--- src/rtl/cpu_mc_ctrl.sv ---
// rtl/cpu_mc_ctrl.sv - multicycle controller: PC, IR, data-address register, decoder and control FSM
// Optional feature macro: CPU_ILLEGAL_TRAP_EN (undefined opcode sets sticky illegal and halts;
//   when undefined, an undefined opcode behaves as a NOP and illegal is tied to 0).
// Ports:
//   clk, reset                    clock (rising edge), asynchronous active-high reset
//   read_data, mem_ready          memory read data and access-complete handshake
//   mem_cmd, mem_addr             memory command (00 none, 01 read, 10 write) and address
//   datapath_out, Z, N, V         datapath C register and status flags
//   write, loada..bsel            datapath enables and selects
//   nsel, vsel, readnum, writenum register-file index select and write-back source
//   ALUop, shift, sximm5, sximm8  instruction fields for the datapath
//   shift_ctrl                    1 while IR holds LDR or STR
//   pc, halted, illegal           current PC and status
// ADDR_W must be at least 9 so the branch offset sign extension is well formed.
module cpu_mc_ctrl #(
    parameter int DATA_W   = 16,
    parameter int ADDR_W   = 9,
    parameter int RESET_PC = 0
) (
    input  logic              clk,
    input  logic              reset,
    input  logic [DATA_W-1:0] read_data,
    input  logic              mem_ready,
    output logic [1:0]        mem_cmd,
    output logic [ADDR_W-1:0] mem_addr,
    input  logic [DATA_W-1:0] datapath_out,
    input  logic              Z,
    input  logic              N,
    input  logic              V,
    output logic              write,
    output logic              loada,
    output logic              loadb,
    output logic              loadc,
    output logic              loads,
    output logic              asel,
    output logic              bsel,
    output logic [1:0]        nsel,
    output logic [1:0]        vsel,
    output logic [2:0]        readnum,
    output logic [2:0]        writenum,
    output logic [1:0]        ALUop,
    output logic [1:0]        shift,
    output logic [DATA_W-1:0] sximm5,
    output logic [DATA_W-1:0] sximm8,
    output logic              shift_ctrl,
    output logic [ADDR_W-1:0] pc,
    output logic              halted,
    output logic              illegal
);

    localparam logic [ADDR_W-1:0] RESET_PC_V = ADDR_W'(RESET_PC);

    typedef enum logic [3:0] {
        S_RST, S_IF, S_UPDPC, S_DECODE, S_LOADA, S_LOADB, S_LOADC, S_ADDRC,
        S_ADDR, S_MEMRD, S_STLB, S_STLC, S_MEMWR, S_WRITE, S_BRANCH, S_HALT
    } state_t;

    state_t            state, next_state;
    logic [15:0]       ir;
    logic [ADDR_W-1:0] dar;
    logic [4:0]        opc;
    logic              is_movi, is_movr, is_mvn, is_add, is_cmp, is_and;
    logic              is_ldr, is_str, is_b, is_halt, is_defined;
    logic              taken;
    logic [ADDR_W-1:0] br_off;
    logic              unused_bits;

    assign opc     = ir[15:11];
    assign is_movi = (opc == 5'b11010);
    assign is_movr = (opc == 5'b11000);
    assign is_mvn  = (opc == 5'b10111);
    assign is_add  = (opc == 5'b10100);
    assign is_cmp  = (opc == 5'b10101);
    assign is_and  = (opc == 5'b10110);
    assign is_ldr  = (opc == 5'b01100);
    assign is_str  = (opc == 5'b10000);
    assign is_b    = (opc == 5'b00100);
    assign is_halt = (opc == 5'b11100);
    assign is_defined = is_movi | is_movr | is_mvn | is_add | is_cmp | is_and |
                        is_ldr | is_str | is_b | is_halt;

    assign ALUop      = ir[12:11];
    assign shift      = ir[4:3];
    assign sximm5     = {{(DATA_W-5){ir[4]}}, ir[4:0]};
    assign sximm8     = {{(DATA_W-8){ir[7]}}, ir[7:0]};
    assign shift_ctrl = is_ldr | is_str;
    assign br_off     = {{(ADDR_W-8){ir[7]}}, ir[7:0]};

    // Upper datapath/read bits are intentionally not consumed by the controller.
    assign unused_bits = ^{datapath_out, read_data};

    always_comb begin
        taken = 1'b0;
        case (ir[10:8])
            3'b000:  taken = 1'b1;
            3'b001:  taken = Z;
            3'b010:  taken = ~Z;
            3'b011:  taken = N ^ V;
            3'b100:  taken = (N ^ V) | Z;
            default: taken = 1'b0;
        endcase
    end

    always_comb begin
        case (nsel)
            2'b00:   readnum = ir[10:8];
            2'b01:   readnum = ir[7:5];
            2'b10:   readnum = ir[2:0];
            default: readnum = 3'b000;
        endcase
        writenum = readnum;
    end

    always_ff @(posedge clk or posedge reset) begin
        if (reset) begin
            state <= S_RST;
            pc    <= RESET_PC_V;
            ir    <= 16'h0000;
            dar   <= '0;
        end else begin
            state <= next_state;
            if (state == S_IF && mem_ready)
                ir <= read_data[15:0];
            if (state == S_UPDPC)
                pc <= pc + ADDR_W'(1);
            // pc already points past the branch, so the offset is relative to pc+1.
            if (state == S_BRANCH && taken)
                pc <= pc + br_off;
            if (state == S_ADDR)
                dar <= datapath_out[ADDR_W-1:0];
        end
    end

`ifdef CPU_ILLEGAL_TRAP_EN
    logic illegal_q;
    always_ff @(posedge clk or posedge reset) begin
        if (reset)
            illegal_q <= 1'b0;
        else if (state == S_DECODE && !is_defined)
            illegal_q <= 1'b1;
    end
    assign illegal = illegal_q;
`else
    assign illegal = 1'b0;
`endif

    always_comb begin
        next_state = state;
        mem_cmd    = 2'b00;
        mem_addr   = dar;
        write      = 1'b0;
        loada      = 1'b0;
        loadb      = 1'b0;
        loadc      = 1'b0;
        loads      = 1'b0;
        asel       = 1'b0;
        bsel       = 1'b0;
        nsel       = 2'b00;
        vsel       = 2'b00;
        halted     = 1'b0;
        case (state)
            S_RST:    next_state = S_IF;
            S_IF: begin
                mem_cmd  = 2'b01;
                mem_addr = pc;
                if (mem_ready) next_state = S_UPDPC;
            end
            S_UPDPC:  next_state = S_DECODE;
            S_DECODE: begin
                if (is_movi)                                     next_state = S_WRITE;
                else if (is_movr | is_mvn)                       next_state = S_LOADB;
                else if (is_add | is_cmp | is_and | is_ldr | is_str) next_state = S_LOADA;
                else if (is_b)                                   next_state = S_BRANCH;
                else if (is_halt)                                next_state = S_HALT;
`ifdef CPU_ILLEGAL_TRAP_EN
                else                                             next_state = S_HALT;
`else
                else                                             next_state = S_IF;
`endif
            end
            S_LOADA: begin
                loada      = 1'b1;
                next_state = (is_ldr | is_str) ? S_ADDRC : S_LOADB;
            end
            S_LOADB: begin
                nsel       = 2'b10;
                loadb      = 1'b1;
                next_state = S_LOADC;
            end
            S_LOADC: begin
                if (is_cmp) begin
                    loads      = 1'b1;
                    next_state = S_IF;
                end else begin
                    loadc      = 1'b1;
                    asel       = is_movr;
                    next_state = S_WRITE;
                end
            end
            S_ADDRC: begin
                bsel       = 1'b1;
                loadc      = 1'b1;
                next_state = S_ADDR;
            end
            S_ADDR:   next_state = is_ldr ? S_MEMRD : S_STLB;
            S_MEMRD: begin
                mem_cmd = 2'b01;
                nsel    = 2'b01;
                vsel    = 2'b11;
                // Rd captures read_data on the same edge that completes the access.
                write   = mem_ready;
                if (mem_ready) next_state = S_IF;
            end
            S_STLB: begin
                nsel       = 2'b01;
                loadb      = 1'b1;
                next_state = S_STLC;
            end
            S_STLC: begin
                asel       = 1'b1;
                loadc      = 1'b1;
                next_state = S_MEMWR;
            end
            S_MEMWR: begin
                mem_cmd = 2'b10;
                if (mem_ready) next_state = S_IF;
            end
            S_WRITE: begin
                write      = 1'b1;
                nsel       = is_movi ? 2'b00 : 2'b01;
                vsel       = is_movi ? 2'b10 : 2'b00;
                next_state = S_IF;
            end
            S_BRANCH: next_state = S_IF;
            S_HALT:   halted = 1'b1;
            default:  next_state = S_RST;
        endcase
    end

endmodule

--- config.mk ---
export PLATFORM = sky130hd
export DESIGN_NAME = cpu_mc_ctrl
export DESIGN_NICKNAME = d
export VERILOG_FILES = /design/src/rtl/cpu_mc_ctrl.sv
export SDC_FILE = /design/constraint.sdc
export NUM_CORES = 1
export LEC_CHECK = 0
export ABC_AREA = 0
export ABC_CLOCK_PERIOD_IN_PS = 3900
export BUFFER_PORTS_ARGS = -buffer_cell sky130_fd_sc_hd__buf_4
export CAP_MARGIN = 30
export CORE_AREA = 4 4 114 116
export DETAILED_ROUTE_END_ITERATION = 10
export DIE_AREA = 0 0 118 120
export PLACE_DENSITY = 0.53
export SLEW_MARGIN = 15
export SYNTH_ARGS = -nofsm -noshare
export SYNTH_HDL_FRONTEND = slang
export SYNTH_SLANG_ARGS = --single-unit
--- constraint.sdc ---
create_clock -name clk -period 3.9 [get_ports clk]
set_input_delay 0.195 -clock clk [delete_from_list [all_inputs] [get_ports clk]]
set_output_delay 0.195 -clock clk [all_outputs]
set_load 0.01 [all_outputs]
# Word level (Yosys, flattened, before mapping)
# Index checks and enable logic that the tools add are counted.
[totals]
input_bits = 38
mem_bits_ro = 0
n_memories = 0
ram_bits = 0
latchBits = 0
ff_bits = 38
word_cells = 94
[classes]
n_lt_le_gt_ge = 0
n_div = 0
add_sub_neg = 2
n_mux = 32
bitwise_logic = 9
eq_ne = 33
multipliers = 0
n_shift = 0
reduce_logical = 14
[ops]
columns = ["operator", "count"]
rows = [
  ["4-bit case mux with 12 select lines", 1],
  ["5-bit equality test (second input constant)", 8],
  ["4-bit equality test (second input constant)", 8],
  ["4-bit 2-to-1 mux", 8],
  ["9-bit 2-to-1 mux", 3],
  ["4-bit by 3-bit equality test with 1-bit output (second input constant)", 4],
  ["12-bit nonzero test", 1],
  ["2-bit OR reduction", 5],
  ["9-bit by 1-bit adder with 9-bit output (second input constant)", 1],
  ["9-bit adder", 1],
  ["1-bit 2-to-1 mux", 9],
  ["3-bit case mux with 3 select lines", 1],
  ["4-bit by 2-bit equality test with 1-bit output (second input constant)", 2],
  ["2-bit case mux with 2 select lines", 2],
  ["1-bit OR", 7],
  ["3-bit by 2-bit equality test with 1-bit output (second input constant)", 2],
  ["2-bit 2-to-1 mux", 3],
  ["1-bit case mux with 2 select lines", 3],
  ["2-bit case mux with 3 select lines", 1],
  ["5-bit by 3-bit equality test with 1-bit output (second input constant)", 1],
  ["5-bit by 4-bit equality test with 1-bit output (second input constant)", 1],
  ["1-bit case mux with 5 select lines", 1],
  ["4-bit by 1-bit equality test with 1-bit output (second input constant)", 1],
  ["4-bit logical NOT", 1],
  ["other kinds (14)", 15],
]

# Longest topological paths before layout
# Gate-level depths: netlist (run 1).
[depth]
word_depth = 9
depth_mapped = 12

# Worst setup path after synthesis (run 1)
# OpenSTA, ideal clock, no wires.
[synth_timing]
path_kind = "register to register"
start = "register state[3]"
end = "register pc[6]"
path_slack_ps = 975
required_ps = 3775
arrival_time_ps = 2800
stages_incl_launch_ff = 12
path_buffers = 0
cell_sequence = "dfrtp_1 -> and4bb_1 -> and3_4 -> nor4_4 -> nor2_1 -> and2_1 -> fa_1 -> a211oi_1 -> o21bai_1 -> a21oi_1 -> xnor2_1 -> mux2_4"
[synth_via]
elab_chain_cells = 3
[synth_rtl]
columns = ["element", "line_no", "rtl"]
rows = [
  ["start, declared", "58", "state_t state, next_state;"],
  ["start signal, assigned", "121", "state <= next_state;"],
  ["4-bit equality test", "127", "if (state == S_BRANCH && taken)"],
  ["1-bit logical AND", "127", ""],
  ["9-bit 2-to-1 mux / 2-bit nonzero test (equally long branches)", "n/a", ""],
  ["end signal, assigned", "125", "pc <= pc + ADDR_W'(1);"],
  ["end signal, assigned", "128", "pc <= pc + br_off;"],
  ["end, declared", "46", "output logic [ADDR_W-1:0] pc,"],
]
# Parallel ways exist; a longest one is shown, timed or not.
# A chain may end at the register's enable or synchronous reset.

# Worst setup path in the final report (run 1)
[layout_timing]
start = "register state[2]"
end = "register pc[8]"
# The elaborated chain is that of the path after synthesis.

==> metrics.cfg, run 1 <==
[synthesis]
ys_ff_latch=38
synth_common_cells=buf_4 (41), dfrtp_1 (38), mux2_2 (24), a21oi_1 (17)
synthCells=294
synth_top_area_cell=dfrtp_1
synth_nets=341
yosysSeqAreaShare_pct=32.1
syn_area_per_cell_um2=10.1
synthTopCellsByArea=dfrtp_1 (32%), buf_4 (10%), mux2_2 (9.1%), mux2_4 (8.1%), ha_1 (3.4%)
synth_most_common_cell=buf_4
yosysUniqueCellTypes=62
synth_top_area_share_pct=32.1
ys_warn_count=0
synth_flop_cell=dfrtp_1
syn_area_um2=2960
synth_edf_count=0
async_reset_ff_share_pct=100

[floorplan]
io_pins=114
num_rows=40
core_um2=11900
die_y_um=120
fp.dieW_um=118
initial_core_util_pct=24.8
die_area_um2=14200

[route]
wire_per_inst_um=15.2
ant_nets=0
drc=0
first_pass_iters=4
drtIter0Drc=140
num_vias=2325
via_per_inst=4.57
drt_wl_total_um=7730

[timing]
hold_violations=0
fin_crit_sh_pct=82.1
skew_ps=9.78
fmax_mhz=312
setup_tns_ps=0
slew_headroom_pct=40.6
report.final.slew_viol_count=0
timing.final.crit_period_ps=3200
worst_pin_slew_ps=887
rsz0062_at_grt=no
holdWs_ps=29.8
setup_viol=0

[finish]
drive_above_1_share_pct=48.3
nets=408
nFillCells=1242
area_growth_pct=27.7
instances_no_fill=509
seq_area_um2=951
multi_input_comb_area_um2=1620
antennaDiodeCount=0

[worst_hold_path]
hold_path.class=in2async

[global_routing]
antenna_found_initial=0
grt_pass1_wl_um=12500
grt_max_degree=39
grt_pass1_vias=2301
grt_use_total_pct=10.8
grt_overflow_total=0

[critical_path]
timing.rr.end=pc[8]
crit_start=state[2]
critPathKind=reg2reg
arrival_ps=3360
r2r_cells=12
r2r_slack_ps=700
r2r_start=state[2]
worstPathRequired_ps=4060
crit_path_start_kind=register
path_max_fanout=6
end_kind=register

[clock_tree]
cts_tree=yes
clock_sinks=38
clkSlewWorstSetupHoldPaths_ps=70
clk_latency_ps=290
hold_buffers=0
clockBufferDepth=2
cts-root-buf=clkbuf_16
postCtsSetupRepairBufs=0
cts_resized=0
htree_levels=2
numCtsBuffers=5

[placement]
gp_congestion=0.810
port_buffers=105
placed_cells=501
hpwl_um=5830

[power_and_ir_drop]
ir_drop_mv=0.278
power.total_w=0.00332
p_per_area_nw_per_um2=878
p_leak_nw=1.75

[flow_run]
drv_cap=0

[run_status]
status=finished clean

==> area by class of cell <==
type,count,area share (%)
repair buffers,110,21.8
multi-input cells,199,42.9
clock buffers,5,3.31
clock inverters,3,1.19
well taps,147,4.87
inverters,7,0.695
flip-flops and latches,38,25.2
==> critical path: stages, from the launching register on <==
cell,delay [ps]
dfrtp_1,400
and4bb_1,230
and3_4,200
nor4_4,440
nor2_1,170
and2_1,220
fa_1,440
a211oi_1,330
o211ai_1,140
nand2_1,100
nor3b_1,180
o21ai_1,90
xnor2_1,130
==> sequential cells by signal, summed over array words and instances, names as in the netlist <==
signal	count
ir	16
dar	9
pc	9
state	4
==> power breakdown <==
part / total, W / internal, W / switching (W)
Sequential: 0.000833 / 0.000589 / 0.000244
Combinational: 0.00201 / 0.00108 / 0.000929
Clock: 0.000476 / 0.000302 / 0.000174
Total: 0.00332 / 0.00197 / 0.00135
==> cells by family after synthesis <==
| kind of cell | Yosys count | synth area share, % |
|---|---|---|
| buf+inv | 57 | 13.0 |
| xor+xnor | 7 | 2.07 |
| fa+ha+maj | 9 | 4.06 |
| flops | 38 | 32.1 |
| mux | 41 | 17.6 |
| simple gates | 84 | 17.9 |
| other cells | 1 | 0.127 |
| compound gates | 57 | 13.1 |
==> worst max-delay path by stage <==
stage	cells past startpoint	endpoint
final	12	pc[8]
after global routing	12	pc[8]
after CTS	12	pc[8]
after detailed placement	12	pc[8]
after global placement	12	pc[8]
after floorplan	11	pc[6]
==> through the flow <==
step	utilization, %	area, um2	worst slack (ps)
after floorplan	-	2960	975
after global placement	30.3	3610	709
after detailed placement	30.3	3610	701
after CTS	31.7	3780	661
after global routing	31.7	3780	471
final	31.7	3780	699
==> metal layers <==
metal / vias up / global-route usage [%] / wire [um]
met4: 0 / 2.86 / 54
met1: 1113 / 14.4 / 3680
met2: 64 / 17.6 / 3630
li1: 1146 / - / -
met5: - / 0 / 0
met3: 2 / 2.31 / 359
==> cells in the final DEF (no fill, tap or decap), drive strengths merged, types with 2 or more instances in the layout <==
cell / instances
buf: 110
mux2: 40
dfrtp: 38
a21oi: 18
nor2: 16
nand2: 14
nor2b: 8
ha: 8
o21ai: 8
nor3: 8
and2: 7
nand2b: 7
inv: 6
xnor2: 6
nor3b: 6
clkbuf: 5
or2: 5
a21o: 3
o211ai: 3
o31ai: 3
a31oi: 3
and3: 3
o22ai: 2
nand3b: 2
o21a: 2
a211oi: 2
a221o: 2
o21bai: 2
clkinvlp: 2
nor4: 2
or3: 2
Note: power is estimated with default switching activity, not from simulation.
==> run 2, diff against run 1 <==
--- a/config.mk
+++ b/config.mk
@@ -6,7 +6,7 @@
 export NUM_CORES = 1
 export LEC_CHECK = 0
 export ABC_AREA = 0
-export ABC_CLOCK_PERIOD_IN_PS = 3900
+export ABC_CLOCK_PERIOD_IN_PS = 3100
 export BUFFER_PORTS_ARGS = -buffer_cell sky130_fd_sc_hd__buf_4
 export CAP_MARGIN = 30
 export CORE_AREA = 4 4 114 116
==> constraint.sdc (replaced) <==
create_clock -name clk -period 3.1 [get_ports clk]
set_input_delay 0.155 -clock clk [delete_from_list [all_inputs] [get_ports clk]]
set_output_delay 0.155 -clock clk [all_outputs]
set_load 0.01 [all_outputs]
==> run 2 against run 1 <==
  * Sequential share of layout area fell by 0.24 points
  * Non-clock buffer count rose by 4
  * Hold slack improved by 72 ps
  * Register-to-register slack got worse by 530 ps
  * Combinational power rose by 28%
  * Global-route usage rose by 0.19 points
  * Total power rose by 25%
  * Critical path depth did not move
  * Critical path type unchanged
  * Largest power group unchanged
  * Highest routed layer unchanged
==> metrics.cfg, run 2 (synthesis gave the netlist of run 1 again) <==
[run_status]
status=finished clean

[route]
drt_wl_total_um=7890  ; +2.2%
via_per_inst=4.59  ; +0.46%
first_pass_iters=4  ; unchanged
drtIter0Drc=103  ; -26%
drc=0  ; unchanged
wire_per_inst_um=15.4  ; +1.4%
num_vias=2354  ; +1.2%
ant_nets=0  ; unchanged

[timing]
slew_headroom_pct=39.6  ; -1.0 points
worst_pin_slew_ps=902  ; +15.1 ps
fmax_mhz=341  ; +9.1%
holdWs_ps=101  ; +71.6 ps
fin_crit_sh_pct=94.7  ; +13 points
report.final.slew_viol_count=0  ; unchanged
setup_viol=0  ; unchanged
hold_violations=0  ; unchanged
timing.final.crit_period_ps=2940  ; -266 ps
skew_ps=11.5  ; +1.69 ps

[critical_path]
crit_start=state[2]
slowest_stage=dfrtp_1
r2r_cells=12  ; unchanged
critPathBufInv=0  ; unchanged
worstPathRequired_ps=3230  ; -830 ps
crit_cells=12  ; unchanged
r2r_slack_ps=160  ; -530 ps
path_max_fanout=6  ; unchanged
timing.rr.end=pc[7]
end_kind=register
r2r_start=state[2]
critPathKind=reg2reg
arrival_ps=3060  ; -300 ps
crit_chain=and4bb_1 -> and3_4 -> nor4_4 -> nor2_4 -> and2_1 -> ha_1 -> a21o_1 -> a21oi_2 -> a21oi_1 -> a221o_1 -> o21ai_1 -> a31oi_1
worstSetupEndpoint=pc[7]
cp_top_family=simple AND/OR/NAND/NOR gates
slowest_delay_ps=410  ; -30 ps
crit_path_start_kind=register

[clock_tree]
postCtsSetupRepairBufs=0  ; unchanged
cts-root-buf=clkbuf_16
numCtsBuffers=5  ; unchanged
clk_latency_ps=280  ; about the same
htree_levels=2  ; unchanged
clkSlewWorstSetupHoldPaths_ps=70  ; about the same
clock_sinks=38  ; unchanged
clockBufferDepth=2  ; unchanged
cts_tree=yes

[finish]
mostFrequentLayoutCell=buf_4
mostFrequentLayoutCells=buf_4 (113), dfrtp_1 (38), mux2_2 (24)
largest-register=ir
antennaDiodeCount=0  ; unchanged
reg.largest.list=ir x16, dar x9, pc x9
seq_area_um2=951  ; unchanged
area_growth_pct=29.0
nFillCells=1241  ; -0.081%
multi_input_comb_area_um2=1650  ; +1.6%
largest_register_ffs=16  ; unchanged
fin_util_pct=32.0  ; +0.30 points
nets=412  ; +0.98%
drive_above_1_share_pct=50.0  ; +1.7 points

[floorplan]
num_rows=40  ; unchanged
io_pins=114  ; unchanged
core_um2=11900  ; unchanged
initial_core_util_pct=24.8  ; unchanged
fp.dieW_um=118  ; unchanged
die_y_um=120  ; unchanged
die_area_um2=14200  ; unchanged

[global_routing]
grt_pass1_wl_um=12700  ; +1.8%
grt_overflow_total=0  ; unchanged
grt_max_degree=25  ; -36%
grt_use_total_pct=10.9  ; +0.19 points
grt_pass1_vias=2333  ; +1.4%
antenna_found_initial=0  ; unchanged

[power_and_ir_drop]
p_leak_nw=1.77  ; +1.1%
ir_drop_mv=0.265  ; -4.7%
p_per_area_nw_per_um2=1090  ; +24%
power.total_w=0.00414  ; +25%

[flow_run]
drv_cap=0  ; unchanged

[placement]
port_buffers=105  ; unchanged
hpwl_um=5970  ; +2.3%
gp_congestion=0.825  ; +1.9%

[worst_hold_path]
hold_path.class=in2reg

## run 2: changes by cell type in the layout (fill, tap and decap cells not counted), sizes merged
cell / previous run / this run
clkinvlp: 2 / 0
bufinv: 1 / 0
dlygate4sd3: 0 / 1
buf: 110 / 113
clkbuf: 5 / 7
clkinv: 1 / 2
## run 2: layout make-up
class	count	share of cell area (%)
multi-input combinational	199	43.2
sequential	38	24.9
timing repair buffer	114	22.5
tap	147	4.82
clock buffer	7	3.74
inverter	7	0.689
clock inverter	1	0.131
## run 2: timing repair
item,4_1_cts,5_1_grt
hold buffers,1,0
pin swaps,0,2
endpoints found under the setup margin,1,4
gates resized for setup,1,7
hold endpoints to repair,14,0
## run 2: layer usage
layer,wire (um),GRT usage [%],vias to the layer above
li1,-,-,1149
met1,3830,15.3,1133
met2,3610,17.3,68
met3,377,2.17,4
met4,68,2.78,0
met5,0,0,-
## run 2: worst register-to-register path: stages, from the launching register on
cell and delay [ps]:
dfrtp_1 410, and4bb_1 240, and3_4 190, nor4_4 370, nor2_4 90, and2_1 210
ha_1 280, a21o_1 170, a21oi_2 180, a21oi_1 110, a221o_1 320, o21ai_1 120
a31oi_1 90
## run 2: worst min path at each step
stage / cells after the start / endpoint / from / slack [ps]
floorplan: 1 / ir[0] / read_data[0] / 300
global placement: 2 / ir[14] / reset / 180
detailed placement: 2 / ir[14] / reset / 180
CTS: 2 / dar[2] / datapath_out[2] / 100
global route: 2 / ir[15] / read_data[15] / 100
finish: 2 / dar[2] / datapath_out[2] / 100
## run 2: report_power, final
group,switching (W),internal [W]
clock network,0.000203,0.000319
logic,0.00118,0.00139
registers,0.000314,0.000741
## run 2: per-stage QoR
step                      setup WS, ps  setup TNS, ps  area, um2  std cells
after floorplan                    175              0       2960        294
after global placement            48.4              0       3630        504
after detailed placement         -14.4          -14.4       3630        504
after CTS                         47.4              0       3790        513
after global routing             -3.75          -3.75       3820        513
final                              165              0       3820        513
